===== src/rtl/hack_arb_pkg.sv =====
// rtl/hack_arb_pkg.sv - shared types and constants for the Hack data-RAM arbiter
//   req_id_t    : requester identity, also used as the read-response owner tag
//   ADDR_W      : RAM word-address width (32K words)
//   DATA_W      : RAM word width
//   SCR_ADDR_W  : screen-relative address width (8K words)
//   SCREEN_BASE : RAM word address where the screen map starts
package hack_arb_pkg;

  localparam int ADDR_W     = 15;
  localparam int DATA_W     = 16;
  localparam int SCR_ADDR_W = 13;

  localparam logic [ADDR_W-1:0] SCREEN_BASE = 15'h4000;

  typedef enum logic [1:0] {
    REQ_NONE = 2'd0,
    REQ_CPU  = 2'd1,
    REQ_SCR  = 2'd2,
    REQ_DBG  = 2'd3
  } req_id_t;

endpackage


===== src/rtl/hack_arb_age_ctr.sv =====
// rtl/hack_arb_age_ctr.sv - saturating lost-arbitration counter for one non-CPU requester
//   clk       in  : clock, rising edge
//   reset_n   in  : asynchronous active-low reset
//   valid_i   in  : requester is asking for the RAM this cycle
//   granted_i in  : requester won arbitration this cycle
//   urgent_o  out : requester has lost AGE_LIMIT consecutive cycles and must be served next
module hack_arb_age_ctr #(
  parameter int unsigned AGE_LIMIT = 8
) (
  input  logic clk,
  input  logic reset_n,
  input  logic valid_i,
  input  logic granted_i,
  output logic urgent_o
);

  localparam logic [7:0] LIMIT = 8'(AGE_LIMIT);

  logic [7:0] count_q;
  logic [7:0] count_d;

  // Count only consecutive losing cycles; any grant or idle cycle restarts aging.
  always_comb begin
    count_d = count_q;
    if (!valid_i || granted_i) begin
      count_d = 8'd0;
    end else if (count_q != LIMIT) begin
      count_d = count_q + 8'd1;
    end
  end

  always_ff @(posedge clk or negedge reset_n) begin
    if (!reset_n) begin
      count_q <= 8'd0;
    end else begin
      count_q <= count_d;
    end
  end

  assign urgent_o = valid_i && (count_q == LIMIT);

endmodule


===== src/rtl/hack_mem_arbiter.sv =====
// rtl/hack_mem_arbiter.sv - single-port Hack data-RAM arbiter for CPU, screen refresh and debug ports
//   Optional feature macro: HACK_ARB_PERF_EN (grant/conflict performance counters)
//   clk, reset_n                  : clock (rising edge), asynchronous active-low reset
//   cpu_req_* / cpu_rsp_*         : CPU read/write request handshake and read response
//   scr_req_* / scr_rsp_*         : screen read-only request (offset from SCREEN_BASE) and response
//   dbg_req_* / dbg_rsp_*         : host debug/loader read/write request and read response
//   ram_en/ram_we/ram_addr/wdata  : synchronous RAM strobe, write enable, address, write data
//   ram_rdata                     : RAM read data, valid one cycle after a read strobe
//   perf_clear, perf_* (optional) : counter clear and 32-bit grant/conflict counters
module hack_mem_arbiter
  import hack_arb_pkg::*;
#(
  parameter int unsigned AGE_LIMIT = 8
) (
  input  logic                  clk,
  input  logic                  reset_n,
  input  logic                  cpu_req_valid,
  output logic                  cpu_req_ready,
  input  logic                  cpu_req_we,
  input  logic [ADDR_W-1:0]     cpu_req_addr,
  input  logic [DATA_W-1:0]     cpu_req_wdata,
  output logic                  cpu_rsp_valid,
  output logic [DATA_W-1:0]     cpu_rsp_data,
  input  logic                  scr_req_valid,
  output logic                  scr_req_ready,
  input  logic [SCR_ADDR_W-1:0] scr_req_addr,
  output logic                  scr_rsp_valid,
  output logic [DATA_W-1:0]     scr_rsp_data,
  input  logic                  dbg_req_valid,
  output logic                  dbg_req_ready,
  input  logic                  dbg_req_we,
  input  logic [ADDR_W-1:0]     dbg_req_addr,
  input  logic [DATA_W-1:0]     dbg_req_wdata,
  output logic                  dbg_rsp_valid,
  output logic [DATA_W-1:0]     dbg_rsp_data,
`ifdef HACK_ARB_PERF_EN
  input  logic                  perf_clear,
  output logic [31:0]           perf_grant_cpu,
  output logic [31:0]           perf_grant_scr,
  output logic [31:0]           perf_grant_dbg,
  output logic [31:0]           perf_conflict,
`endif
  output logic                  ram_en,
  output logic                  ram_we,
  output logic [ADDR_W-1:0]     ram_addr,
  output logic [DATA_W-1:0]     ram_wdata,
  input  logic [DATA_W-1:0]     ram_rdata
);

  req_id_t grant;
  req_id_t owner_q;
  req_id_t owner_d;
  logic    scr_urgent;
  logic    dbg_urgent;

  hack_arb_age_ctr #(.AGE_LIMIT(AGE_LIMIT)) u_scr_age (
    .clk       (clk),
    .reset_n   (reset_n),
    .valid_i   (scr_req_valid),
    .granted_i (grant == REQ_SCR),
    .urgent_o  (scr_urgent)
  );

  hack_arb_age_ctr #(.AGE_LIMIT(AGE_LIMIT)) u_dbg_age (
    .clk       (clk),
    .reset_n   (reset_n),
    .valid_i   (dbg_req_valid),
    .granted_i (grant == REQ_DBG),
    .urgent_o  (dbg_urgent)
  );

  // Reset is folded into the grant so no handshake or RAM strobe leaks out while held.
  always_comb begin
    grant = REQ_NONE;
    if (reset_n) begin
      if (scr_urgent)         grant = REQ_SCR;
      else if (dbg_urgent)    grant = REQ_DBG;
      else if (cpu_req_valid) grant = REQ_CPU;
      else if (scr_req_valid) grant = REQ_SCR;
      else if (dbg_req_valid) grant = REQ_DBG;
    end
  end

  assign cpu_req_ready = (grant == REQ_CPU);
  assign scr_req_ready = (grant == REQ_SCR);
  assign dbg_req_ready = (grant == REQ_DBG);

  always_comb begin
    ram_en    = (grant != REQ_NONE);
    ram_we    = 1'b0;
    ram_addr  = '0;
    ram_wdata = '0;
    case (grant)
      REQ_CPU: begin
        ram_we    = cpu_req_we;
        ram_addr  = cpu_req_addr;
        ram_wdata = cpu_req_wdata;
      end
      REQ_SCR: begin
        // 8K offset above 0x4000 tops out at 0x5FFF, so the add never wraps.
        ram_addr = SCREEN_BASE + {{(ADDR_W-SCR_ADDR_W){1'b0}}, scr_req_addr};
      end
      REQ_DBG: begin
        ram_we    = dbg_req_we;
        ram_addr  = dbg_req_addr;
        ram_wdata = dbg_req_wdata;
      end
      default: ;
    endcase
  end

  // Only reads need a response; the owner tag steers next cycle's ram_rdata.
  assign owner_d = (ram_en && !ram_we) ? grant : REQ_NONE;

  always_ff @(posedge clk or negedge reset_n) begin
    if (!reset_n) begin
      owner_q <= REQ_NONE;
    end else begin
      owner_q <= owner_d;
    end
  end

  assign cpu_rsp_valid = (owner_q == REQ_CPU);
  assign scr_rsp_valid = (owner_q == REQ_SCR);
  assign dbg_rsp_valid = (owner_q == REQ_DBG);
  assign cpu_rsp_data  = cpu_rsp_valid ? ram_rdata : '0;
  assign scr_rsp_data  = scr_rsp_valid ? ram_rdata : '0;
  assign dbg_rsp_data  = dbg_rsp_valid ? ram_rdata : '0;

`ifdef HACK_ARB_PERF_EN
  logic [31:0] perf_cpu_q, perf_scr_q, perf_dbg_q, perf_conf_q;
  logic        conflict;

  assign conflict = (cpu_req_valid && scr_req_valid) || (cpu_req_valid && dbg_req_valid) ||
                    (scr_req_valid && dbg_req_valid);

  always_ff @(posedge clk or negedge reset_n) begin
    if (!reset_n) begin
      perf_cpu_q  <= 32'd0;
      perf_scr_q  <= 32'd0;
      perf_dbg_q  <= 32'd0;
      perf_conf_q <= 32'd0;
    end else if (perf_clear) begin
      perf_cpu_q  <= 32'd0;
      perf_scr_q  <= 32'd0;
      perf_dbg_q  <= 32'd0;
      perf_conf_q <= 32'd0;
    end else begin
      if (grant == REQ_CPU) perf_cpu_q  <= perf_cpu_q + 32'd1;
      if (grant == REQ_SCR) perf_scr_q  <= perf_scr_q + 32'd1;
      if (grant == REQ_DBG) perf_dbg_q  <= perf_dbg_q + 32'd1;
      if (conflict)         perf_conf_q <= perf_conf_q + 32'd1;
    end
  end

  assign perf_grant_cpu = perf_cpu_q;
  assign perf_grant_scr = perf_scr_q;
  assign perf_grant_dbg = perf_dbg_q;
  assign perf_conflict  = perf_conf_q;
`endif

endmodule

===== config.mk =====
export PLATFORM = sky130hd
export DESIGN_NAME = hack_mem_arbiter
export DESIGN_NICKNAME = d
export VERILOG_FILES = /design/src/rtl/hack_arb_pkg.sv /design/src/rtl/hack_arb_age_ctr.sv /design/src/rtl/hack_mem_arbiter.sv
export SDC_FILE = /design/constraint.sdc
export NUM_CORES = 1
export LEC_CHECK = 0
export ABC_CLOCK_PERIOD_IN_PS = 2600
export BUFFER_PORTS_ARGS = -buffer_cell sky130_fd_sc_hd__buf_2
export CELL_PAD_IN_SITES_DETAIL_PLACEMENT = 0
export CELL_PAD_IN_SITES_GLOBAL_PLACEMENT = 1
export CORE_ASPECT_RATIO = 1.4
export CORE_MARGIN = 2
export CORE_UTILIZATION = 21
export CTS_CLUSTER_DIAMETER = 40
export DETAILED_ROUTE_END_ITERATION = 6
export GPL_ROUTABILITY_DRIVEN = 1
export PLACE_DENSITY = 0.87
export SYNTH_ARGS = -nofsm -noshare
export SYNTH_HDL_FRONTEND = slang
export SYNTH_HIERARCHICAL = 1
export SYNTH_SLANG_ARGS = --single-unit

===== constraint.sdc =====
create_clock -name clk -period 2.6 [get_ports clk]
set_clock_uncertainty 0.2 [all_clocks]
set_input_delay 0 -clock clk [delete_from_list [all_inputs] [get_ports clk]]
set_output_delay 0 -clock clk [all_outputs]
set_load 0.01 [all_outputs]

==> metrics.cfg <==
[timing]
rsz0062_at_grt=false
fin_crit_ps=2490
min_period_over_period_pct=95.9
final_setup_fails=0
max_slew_margin_pct=68.3
finalSetupTns_ps=0
max_freq_mhz=401
drv_slew=0
hold_viol=0
max_slew.worst_pin.slew_ps=476
finalWorstSetupSlack_ps=106

[worst_setup_path]
cp.required_ps=2560
critical_path_class=flip-flop to flip-flop
cpPeakStageDelay_ps=410
crit_slowest_cell=sky130_fd_sc_hd__or3_2
crit_path_max_fanout=7
worst_ep_arrival_time_ps=2460
startpoint_type=flip-flop
endpoint_kind=flip-flop
cp_cell_sequence=inv_1 -> ha_1 -> nor4b_2 -> buf_4 -> and3_1 -> nor2_2 -> and2_4 -> nor2_1 -> nand2b_4 -> or3_2 -> o22ai_1

[yosys]
synth.distinct_cells=32
synth_top_cells_by_count=46 x sky130_fd_sc_hd__nand2_1, 37 x sky130_fd_sc_hd__and2_1, 24 x sky130_fd_sc_hd__a21oi_1, 21 x sky130_fd_sc_hd__nand3_1
post_synthesis_cells=272
netlist.top_cell.by_area=sky130_fd_sc_hd__dfrtp_1
synth_edf_count=0
synth.most_common_cell=sky130_fd_sc_hd__nand2_1
synth_area_per_cell_um2=7.11
synth_top_cell_area_share_pct=23.3
synthesis.nets=374
synth_flop_cell=sky130_fd_sc_hd__dfrtp_1
post_synth_main_area_contributors=sky130_fd_sc_hd__dfrtp_1 23%, sky130_fd_sc_hd__and2_1 12%, sky130_fd_sc_hd__nand2_1 8.9%
syn-cell-area_um2=1930
synth_seq_area_share_pct=23.3
synth-seq-cells=18
synth-warning-count=6
asyncSetResetFlopFracSynth_pct=100

[route]
drt_iter0_drc=65
via_total_after_detailed_routing=2645
postRouteWirelength_um=7070
first_pass_iters=4
drt.antenna.violating_nets=0
detail_route.vias_per_cell=4.59
wl_per_cell_um=12.3
remaining_drc_errors=0

[cells_and_area]
num-nets-final=573
share_of_cells_above_drive_strength_1_pct=47.5
multi_input_comb_area_um2=1420
areaGrowthSynthToFinish_pct=69.6
num-fill-cells=924
num_antenna_cells=0
ff_latch_area_um2=450

[pwr]
pwr-share-clk_pct=29.2
p_switching_w=0.000311
part_of_the_power_in_combinational_logic_pct=40.7
p_int_w=0.000696
worst_ir_drop_vdd_uv=183
seq_power_share_pct=30.1
power.static_leakage_nw=1.92
powerDensity_nw_per_um2=307
power_switching_share_pct=30.9

[floorplanning]
fp.dieArea_um2=10000
initial_core_util_pct=21.5
top_level_i_o_count=185
die-width_um=85.1
rows=41
core_region_area_um2=8980
die-height_um=118

[cts]
clkTransAtPathRegs_ps=50
clock_latency_ps=240
cts_root_buf=sky130_fd_sc_hd__clkbuf_16
cts.sink_count=18
ctsLongestPathBuffers=2
ctsHtreeMaxLevel=1
cts-buffers-inserted=3
tritoncts=done

[global_routing]
grt_start_max_net_pins=39
via_count_of_the_first_global_routing_pass=2402
grt.total_usage_pct=13.3
grt_antenna_before_repair=0
grt_pass1_wl_um=10900
globalRoute.totalOverflow=0

[run_status]
outcome=complete, no violations

[worst_hold_path]
class_of_the_worst_hold_path=input pin to flip-flop

[flow_run]
maxCapViolCount=0

[placed_design]
rd_place_congestion=0.847
place_worst_setup_slack_ps=74.2
dp_hpwl_um=5970
port_buffers=184

cell families (layout without fill, tap and decap cells):
family                   after synthesis  in the layout  share of synthesized area (%)
AO/OA/AOI/OAI                         51             51                           14.6
adder cells (fa/ha/maj)                4              4                           2.59
flip-flops                            18             18                           23.3
buffers and inverters                 23            220                           6.47
XOR/XNOR                               4              4                           1.81
multiplexers                          16             16                           8.28
AND/OR/NAND/NOR                      156            156                           43.0
per-layer routing:
layer	vias up	wire [um]	global-route usage, %
met3	2	664	1.33
li1	1325	-	-
met5	-	0	0
met1	1155	2400	13.3
met2	163	3950	27.2
met4	0	61	4.17
power by group through the flow:
stage	logic, W	clock network [W]	registers [W]
floorplan	0.000188	0	0.000307
global placement	0.000384	0	0.000307
detailed placement	0.000388	0	0.000308
CTS	0.000399	0.000303	0.000303
global route	0.000452	0.000315	0.000305
finish	0.000410	0.000294	0.000303
final timing paths:
path	start	endpoint	slack, ps	cells past startpoint
worst max-delay path	u_scr_age/count_q[0]	u_dbg_age/count_q[2]	110	11
worst min-delay path	cpu_req_valid	owner_q[1]	80	5
worst max register to register	u_scr_age/count_q[0]	u_dbg_age/count_q[2]	110	11
worst min register to register	u_dbg_age/count_q[0]	u_dbg_age/count_q[0]	350	3
max in group asynchronous	reset_n	u_dbg_age/count_q[0]	1850	3
min in group asynchronous	reset_n	u_scr_age/count_q[3]	150	3
cell usage in the layout, fill, tap and decap left out, types with 2 or more instances in the layout:
cell	n
sky130_fd_sc_hd__clkbuf_16	4
sky130_fd_sc_hd__or3_1	6
sky130_fd_sc_hd__inv_1	7
sky130_fd_sc_hd__nand3_1	21
sky130_fd_sc_hd__ha_1	4
sky130_fd_sc_hd__and2_1	36
sky130_fd_sc_hd__nand2b_4	2
sky130_fd_sc_hd__nand4_2	2
sky130_fd_sc_hd__buf_12	2
sky130_fd_sc_hd__nor3b_1	2
sky130_fd_sc_hd__or3_2	2
sky130_fd_sc_hd__nor2b_1	5
sky130_fd_sc_hd__o22ai_1	2
sky130_fd_sc_hd__and3_1	17
sky130_fd_sc_hd__mux2i_1	15
sky130_fd_sc_hd__buf_2	184
sky130_fd_sc_hd__a21oi_1	24
sky130_fd_sc_hd__dlygate4sd3_1	5
sky130_fd_sc_hd__dfrtp_1	18
sky130_fd_sc_hd__xor2_1	4
sky130_fd_sc_hd__o21ai_1	13
sky130_fd_sc_hd__nand2_1	46
sky130_fd_sc_hd__nand4_1	2
sky130_fd_sc_hd__o21ai_0	8
sky130_fd_sc_hd__buf_4	16
sky130_fd_sc_hd__nor2_1	9
cell type report:
type | count | area share, %
Multi-Input combinational cell | 231 | 43.4
Clock buffer | 3 | 2.29
Inverter | 8 | 0.915
Tap cell | 107 | 4.08
Timing Repair Buffer | 209 | 35.6
Sequential cell | 18 | 13.7
critical path: cells and delay by family, from the launching register on:
| family | cells | cell delay [ps] |
|---|---|---|
| AO/OA/AOI/OAI | 1 | 130 |
| adder cells (fa/ha/maj) | 1 | 190 |
| buffers and inverters | 2 | 200 |
| flip-flops | 1 | 340 |
| AND/OR/NAND/NOR | 7 | 1350 |
sequential cells by signal, summed over array words and instances (netlist names):
| signal | count |
|---|---|
| u_scr_age/count_q | 8 |
| owner_q | 2 |
| u_dbg_age/count_q | 8 |
stage by stage:
step                hold slack, ps  instances  total power, W  utilization, %  cell area, um^2
CTS                           95.4        575         0.00100            35.8             3220
global placement              -140        567        0.000691            34.4             3090
finish                        79.3        576         0.00101            36.5             3280
global route                   103        576         0.00107            36.5             3280
detailed placement            -146        567        0.000696            34.4             3090
floorplan                     -496        272        0.000495               -             1950
what timing repair did:
action / CTS / global route
endpoints found under the setup margin: 1 / 16
cloned: 0 / 1
setup buffers: 0 / 0
pin swaps: 0 / 1
gates resized for setup: 1 / 7
hold buffers: 5 / 0
endpoints found under the hold margin: 27 / 0
Note: power is estimated with default switching activity, not from simulation.
